$ cat src/rtl/if_prefetch.sv
// if_prefetch: MIPS instruction-fetch front end with prefetch FIFO.
// Drives the IF/ID register (inst_s2, pc4_s2, inst_valid) from a small queue
// filled over a req/ack instruction-memory handshake. One request is
// outstanding at most; redirects flush the queue and discard in-flight data.
// Optional build macro: IF_PREFETCH_STATS_EN adds bubble_cnt / drop_cnt.
module if_prefetch #(
    parameter int unsigned DEPTH    = 4,
    parameter logic [31:0] RESET_PC = 32'h0000_0000
) (
    input  logic        clk,
    input  logic        reset,
    output logic        imem_req,
    output logic [31:0] imem_addr,
    input  logic        imem_ack,
    input  logic [31:0] imem_rdata,
    input  logic        redirect,
    input  logic [31:0] redirect_pc,
    input  logic        hold,
    output logic [31:0] inst_s2,
    output logic [31:0] pc4_s2,
    output logic        inst_valid
`ifdef IF_PREFETCH_STATS_EN
    ,
    output logic [15:0] bubble_cnt,
    output logic [15:0] drop_cnt
`endif
);

    localparam int unsigned AW = (DEPTH > 1) ? $clog2(DEPTH) : 1;
    localparam int unsigned CW = $clog2(DEPTH + 1);
    localparam int unsigned EW = 64;

    localparam logic [1:0] S_IDLE = 2'd0;
    localparam logic [1:0] S_BUSY = 2'd1;
    localparam logic [1:0] S_DROP = 2'd2;

    logic [1:0]    state_q, state_d;
    logic [31:0]   fpc_q, fpc_d;
    logic [31:0]   addr_q;
    logic [AW-1:0] wr_ptr_q, rd_ptr_q;
    logic [CW-1:0] count_q;
    logic [EW-1:0] fifo_q [DEPTH];
    logic [31:0]   inst_q, pc4_q;
    logic          valid_q;

    logic req_c, issue_c, push_c, pop_c, drop_c, full_c, empty_c;
    logic unused_pc_bits;

    // Low address bits of the redirect target are ignored by design.
    assign unused_pc_bits = ^redirect_pc[1:0];

    assign full_c  = (count_q == CW'(DEPTH));
    assign empty_c = (count_q == '0);

    // Fetch FSM next state and request generation.
    always_comb begin
        state_d = state_q;
        req_c   = 1'b0;
        issue_c = 1'b0;
        case (state_q)
            S_IDLE: begin
                if (!redirect && !full_c) begin
                    req_c   = 1'b1;
                    issue_c = 1'b1;
                    state_d = imem_ack ? S_IDLE : S_BUSY;
                end
            end
            S_BUSY: begin
                req_c = 1'b1;
                if (imem_ack) begin
                    state_d = S_IDLE;
                end else if (redirect) begin
                    state_d = S_DROP;
                end
            end
            S_DROP: begin
                req_c = 1'b1;
                if (imem_ack) begin
                    state_d = S_IDLE;
                end
            end
            default: state_d = S_IDLE;
        endcase
        if (reset) begin
            req_c   = 1'b0;
            issue_c = 1'b0;
        end
    end

    // A response is kept only if it belongs to a live request and no redirect hits it.
    assign push_c = req_c && imem_ack && (state_q != S_DROP) && !redirect;
    assign drop_c = req_c && imem_ack && ((state_q == S_DROP) || redirect);
    assign pop_c  = !redirect && !hold && !empty_c;

    assign imem_req  = req_c;
    assign imem_addr = (state_q == S_IDLE) ? fpc_q : addr_q;

    // Fetch PC: redirect wins, otherwise advance on each accepted word.
    always_comb begin
        fpc_d = fpc_q;
        if (redirect) begin
            fpc_d = {redirect_pc[31:2], 2'b00};
        end else if (push_c) begin
            fpc_d = fpc_q + 32'd4;
        end
    end

    // FSM state register.
    always_ff @(posedge clk) begin
        if (reset) begin
            state_q <= S_IDLE;
        end else begin
            state_q <= state_d;
        end
    end

    // Fetch PC, latched request address, and FIFO bookkeeping.
    always_ff @(posedge clk) begin
        if (reset) begin
            fpc_q    <= RESET_PC;
            addr_q   <= RESET_PC;
            wr_ptr_q <= '0;
            rd_ptr_q <= '0;
            count_q  <= '0;
        end else begin
            fpc_q <= fpc_d;
            if (issue_c) begin
                addr_q <= fpc_q;
            end
            if (redirect) begin
                wr_ptr_q <= '0;
                rd_ptr_q <= '0;
                count_q  <= '0;
            end else begin
                if (push_c) begin
                    wr_ptr_q <= wr_ptr_q + AW'(1);
                end
                if (pop_c) begin
                    rd_ptr_q <= rd_ptr_q + AW'(1);
                end
                count_q <= count_q + CW'(push_c) - CW'(pop_c);
            end
        end
    end

    // FIFO storage; entry is {pc+4, instruction}.
    always_ff @(posedge clk) begin
        if (push_c) begin
            fifo_q[wr_ptr_q] <= {fpc_q + 32'd4, imem_rdata};
        end
    end

    // IF/ID register: redirect > hold > pop/bubble.
    always_ff @(posedge clk) begin
        if (reset || redirect) begin
            inst_q  <= '0;
            pc4_q   <= '0;
            valid_q <= 1'b0;
        end else if (!hold) begin
            if (pop_c) begin
                pc4_q   <= fifo_q[rd_ptr_q][63:32];
                inst_q  <= fifo_q[rd_ptr_q][31:0];
                valid_q <= 1'b1;
            end else begin
                inst_q  <= '0;
                pc4_q   <= '0;
                valid_q <= 1'b0;
            end
        end
    end

    assign inst_s2    = inst_q;
    assign pc4_s2     = pc4_q;
    assign inst_valid = valid_q;

`ifdef IF_PREFETCH_STATS_EN
    logic [15:0] bubble_q, drop_q;

    // Saturating counters for empty-FIFO bubbles and discarded responses.
    always_ff @(posedge clk) begin
        if (reset) begin
            bubble_q <= '0;
            drop_q   <= '0;
        end else begin
            if (!redirect && !hold && empty_c && (bubble_q != 16'hFFFF)) begin
                bubble_q <= bubble_q + 16'd1;
            end
            if (drop_c && (drop_q != 16'hFFFF)) begin
                drop_q <= drop_q + 16'd1;
            end
        end
    end

    assign bubble_cnt = bubble_q;
    assign drop_cnt   = drop_q;
`else
    logic unused_drop;
    assign unused_drop = drop_c;
`endif

endmodule
$ cat config.mk
export PLATFORM = sky130hd
export DESIGN_NAME = if_prefetch
export DESIGN_NICKNAME = d
export VERILOG_FILES = /design/src/rtl/if_prefetch.sv
export SDC_FILE = /design/constraint.sdc
export NUM_CORES = 1
export LEC_CHECK = 0
export BUFFER_PORTS_ARGS = -buffer_cell sky130_fd_sc_hd__buf_2
export CAP_MARGIN = 20
export CORE_MARGIN = 8
export CORE_UTILIZATION = 50
export DETAILED_ROUTE_END_ITERATION = 8
export HOLD_SLACK_MARGIN = 0.02
export PLACE_DENSITY = 0.7
export SYNTH_ARGS = -nofsm -noshare
export SYNTH_HDL_FRONTEND = slang
export SYNTH_SLANG_ARGS = --single-unit
$ cat constraint.sdc
create_clock -name clk -period 9.3 [get_ports clk]
set_input_delay 0.93 -clock clk [delete_from_list [all_inputs] [get_ports clk]]
set_output_delay 0.93 -clock clk [all_outputs]
set_load 0.02 [all_outputs]
Yosys cells after proc, flatten, opt, wreduce, memory -nomap -nowiden
Memory sizes are Yosys's and may differ from the RTL's. A register that Yosys moved wholly into a read port is not among the register bits.
Index checks and enable logic that the tools add are counted.
{"block": "op_classes", "n_addsub": 5, "eq_ne": 7, "muxes": 21, "reduce_logical": 17}
{"op": "$mux 32", "n": 5}
{"op": "$add 32x3->32 const B", "n": 1}
{"op": "$mux 2", "n": 6}
{"op": "$mux 1", "n": 8}
{"op": "$logic_and 1x1->1", "n": 6}
{"op": "$ne 2x2->1 const B", "n": 3}
{"op": "$pmux 2 s3", "n": 1}
{"op": "$add 2x1->2 const B", "n": 2}
{"op": "$logic_not 1->1", "n": 4}
{"op": "$reduce_or 2->1", "n": 2}
{"op": "$add 3x1->3", "n": 1}
{"op": "$eq 3x3->1 const B", "n": 1}
{"op": "$logic_not 3->1", "n": 1}
{"op": "$ne 3x3->1 const B", "n": 1}
{"op": "$reduce_and 3->1", "n": 1}
{"op": "$sub 3x1->3", "n": 1}
{"op": "$eq 2x1->1 const B", "n": 1}
{"op": "$eq 2x2->1 const B", "n": 1}
{"op": "$logic_not 2->1", "n": 1}
{"op": "$pmux 1 s2", "n": 1}
{"op": "$reduce_bool 2->1", "n": 1}
{"op": "$logic_or 1x1->1", "n": 1}
{"block": "word_totals", "register_bits": 138, "ramBits": 256, "inputBits": 69, "output_inout_bits": 98, "word_cells": 61, "mem_count": 1}
{"memory": "fifo_q", "words": 4, "width": 64, "read_ports": 1, "rd_ports_with_merged_regs": 1, "write_ports": 1, "line_no": "42", "text": "logic [EW-1:0] fifo_q [DEPTH];"}

Logic depth before layout (Yosys ltp)
{"block": "logic_depth", "depth_word": 11, "ltp_mapped": 16, "ltp_nobuf": 14}

Least setup slack after synthesis
Ideal clock, no wire load.
{"block": "synth_timing", "path_kind": "input to register", "start": "input port reset", "end": "memory fifo_q[0][0] (enable)", "setup_time_ns": 0.427, "arrival_ns": 3.603, "t_required_ns": 8.873, "slack_ns": 5.270, "path_stages": 7, "n_path_buf": 4, "cell_sequence": "clkbuf_1 > nor4b_2 > and4_1 > buf_2 > buf_2 > buf_2 > and3_1"}
{"block": "synth_via", "elab_chain_len": 6}
{"item": "start, declared", "line_no": "11", "text": "input logic reset,"}
{"item": "$mux 1", "line_no": "84", "text": "if (reset) begin"}
{"item": "$logic_and 1x1->1"}
{"item": "$logic_and 1x1->1 (2 in a row)", "line_no": "91", "text": "assign push_c = req_c && imem_ack && (state_q != S_DROP) && !redirect;"}
{"item": "$mux 1", "line_no": "148", "text": "if (push_c) begin"}
{"item": "$mux 1 (not written as such)", "line_no": "149", "text": "fifo_q[wr_ptr_q] <= {fpc_q + 32'd4, imem_rdata};"}
{"item": "end, declared", "line_no": "42"}
No other way between the ends.

Worst setup path in the final report
{"block": "layout_timing", "start": "input port redirect", "end": "output port imem_req"}
{"block": "layout_via", "elab_chain_len": 5}
{"item": "start, declared", "line_no": "16", "text": "input logic redirect,"}
{"item": "$logic_not 1->1", "line_no": "62", "text": "if (!redirect && !full_c) begin"}
{"item": "$logic_and 1x1->1", "line_no": "62"}
{"item": "$mux 1", "line_no": "62"}
{"item": "$pmux 1 s2", "line_no": "60", "text": "case (state_q)"}
{"item": "$mux 1", "line_no": "84"}
{"item": "end, declared", "line_no": "12", "text": "output logic imem_req,"}
No other way between the ends.

==> reports/results.txt <==
status -> complete, no violations
Levels on crit path -> 7
Detail Placement HPWL -> 20500 um
Primary FF master, synth -> edfxtp_1
IO Port Bufs -> 160
Worst Setup SP -> redirect
commonest non-fill, non-tap cell in the layout -> edfxtp_1
drt pass-1 iters -> 5
R2R depth -> 14
I/O pins -> 167
CTS tree -> built
share of cells above drive strength 1 -> 27.6%
residual DRC count -> 0
Worst setup endpoint -> imem_req
reg2reg end -> count_q[2]
WS Path Type -> input pin to output port
met1 Use GR -> 25.1%
final setup skew -> 0.0129 ns
DR vias/cell -> 5.71
nets@finish -> 1305
Max Cap Viol -> 0
all-layer global routing usage -> 18.4%
worst-path maximum fanout -> 32
initial antenna violation count -> 0
fillers -> 2404
Crit-path slowest cell -> buf_2
Synth Instances -> 1096
vias in the first global route -> 9424
Cell Pwr Density -> 199 nW/um^2
maximum number of pins on one net before global-route repair -> 75
most frequent cell on the critical path -> buf_2
Tightest Pin Transition -> 0.995 ns
CTS Buf Count -> 40
Reg2Reg Launch Point -> state_q[0]
Max Transition Viols Final -> 0
Initial Util -> 50.6%
Yosys reg bits -> 382
P_leak -> 6.16 nW
RSZ-0062 raised after global routing -> false
Site Rows -> 64
crit end category -> output port
WP data arrival -> 2.36 ns
Fin Hold WS -> 0.449 ns
Slew headroom -> 33.6%
Top Family by Delay on Critical Path -> buffers and inverters
Routed WL per cell -> 20.6 um
Hold Violations, Final -> 0
Seq/Total Area, Yosys -> 65.8%
Avg Cell Area, Syn -> 14.0 sq um
Reg clk slew, reported paths -> 0.06 ns
number of synthesized flops with an enable pin -> 248
Setup TNS Final -> 0 ns
Most Used Layer, Global Route -> met2
Synth cell types -> 60
fmax -> 304 MHz
chip height -> 191 um
Bufs on Longest Clock Path -> 3
GR Layer Usage met3 -> 3.61%
endpoints failing setup -> 0
Synth warnings -> 0
final WL -> 34000 um
cts repair resizes -> 0
crit path time final -> 3.29 ns
ys async rst share -> 0%
Core Area -> 30400 sq um
number of buffers inserted by hold repair at cts -> 0
R2R Setup Slk -> 6.36 ns
Root Buffer -> clkbuf_16
CP Buf/Inv Count -> 3
DRT antenna net count -> 0
Peak VDD IR -> 0.000160 V
CTS H-tree lvls -> 2
Skew-Pair Late Insertion Delay -> 0.53 ns
Vias -> 9440
clk sinks -> 382
CP max stage delay -> 0.50 ns
GRT overflow -> 0
1st-iter DRT viols -> 748
worst min path class -> flop to flop
die span in x -> 191 um
global-route wire length before repair -> 52900 um
commonest cells after routing, fill and taps aside -> 248 x edfxtp_1, 160 x buf_2, 132 x dfxtp_1
Setup crit start kind -> input pin
Critical Path RT -> 8.37 ns
crit share post-route -> 35.3%
GPL Wtd Cong -> 0.809
synthesized area -> 15400 sq um
met2 GRT Util -> 29.9%
full die area -> 36700 sq um
synth-to-layout area growth -> 14.7%
crit path cell chain -> buf_2 -> nor2b_1 -> and2_1 -> buf_4 -> nor2_1 -> nor3_1 -> buf_2
Setup Buffers After CTS -> 0
==> how the worst min path moves through the flow <==
stage / depth (start not counted) / start / endpoint / slack, ns
floorplan: 2 / addr_q[10] / addr_q[10] / 0.43
global placement: 2 / addr_q[19] / addr_q[19] / 0.44
detailed placement: 2 / addr_q[4] / addr_q[4] / 0.44
CTS: 2 / addr_q[16] / addr_q[16] / 0.45
global route: 2 / addr_q[10] / addr_q[10] / 0.47
finish: 2 / addr_q[7] / addr_q[7] / 0.45
==> cell usage after synthesis (all sizes together) (9+ instances only) <==
library cell | n | area (sq um)
buf | 41 | 225
clkbuf | 53 | 199
ha | 11 | 138
edfxtp | 248 | 7450
xnor2 | 20 | 175
inv | 18 | 67.6
or3 | 9 | 56.3
mux4 | 62 | 1400
nand4 | 22 | 165
a311oi | 12 | 105
nor2 | 106 | 398
dfxtp | 134 | 2680
nand2 | 93 | 349
nor3 | 10 | 50.1
a22oi | 63 | 473
a21oi | 37 | 185
mux2 | 31 | 349
o21ai | 10 | 50.1
nand3 | 15 | 75.1
xor2 | 14 | 123
==> sequential cells by signal (all words and copies together), names as in the netlist, named ones only <==
name and cells:
inst_s2 32, state_q 2, count_q 3, pc4_s2 30
rd_ptr_q 2, inst_valid 1, addr_q 30, wr_ptr_q 2
fifo_q 248, fpc_q 30
==> kinds of logic after synthesis <==
kind of cell,Yosys count,share of synthesized area (%)
DFF,382,65.8
and+or+nand+nor,301,9.38
AOI/OAI and AO/OA,159,7.23
buffers and inverters,113,3.22
muxes,94,11.4
xor gates and xnor gates,34,1.93
adders and majority gates,12,1.02
other,1,0.0244
==> power breakdown <==
part           switching [mW]  leakage (nW)  internal [mW]
Clock                   0.630         0.606          0.847
Sequential             0.0304          3.35           1.83
Combinational           0.114          2.21         0.0664
==> cell type report <==
| class | instances | area [sq um] | share of cell area (%) |
|---|---|---|---|
| antenna | 2 | 5.00 | 0.0283 |
| clock buffer | 57 | 1120 | 6.37 |
| clock inverter | 16 | 103 | 0.581 |
| inverter | 19 | 71.3 | 0.404 |
| multi-input combinational | 604 | 4790 | 27.1 |
| sequential | 382 | 10100 | 57.4 |
| tap | 396 | 495 | 2.81 |
| timing repair buffer | 177 | 936 | 5.30 |
==> worst register-to-register path, cell delays in order, from the launching register on <==
cell and delay, ns:
dfxtp_1 0.39, inv_1 0.09, ha_1 0.35, or4b_1 0.54, nand4_1 0.11, nor2_1 0.05, inv_1 0.08, ha_1 0.22
inv_1 0.05, ha_1 0.12, inv_1 0.05, fa_1 0.37, xor2_1 0.19, xnor2_1 0.13, nor2_1 0.05
==> metal layers <==
metal  wire [um]  up-vias  share of wire, %
li1            -     4395                 -
met1       14900     4710                44
met2       16100      285                47
met3        2420       50               7.1
met4         555        0               1.6
met5           0        -                 0
==> stage by stage <==
step / setup slack, ns / area (sq um) / cells / utilization, % / total power [mW]
after floorplan: 5.27 / 15400 / 1099 / - / 2.02
after global placement: 5.81 / 16400 / 1577 / 53.9 / 2.07
after detailed placement: 5.80 / 16400 / 1577 / 53.9 / 2.08
after CTS: 6.01 / 17600 / 1650 / 58.0 / 3.56
after global routing: 5.92 / 17700 / 1651 / 58.0 / 3.65
final: 6.01 / 17700 / 1653 / 58.0 / 3.52
Power figures use the tool's default switching activity.
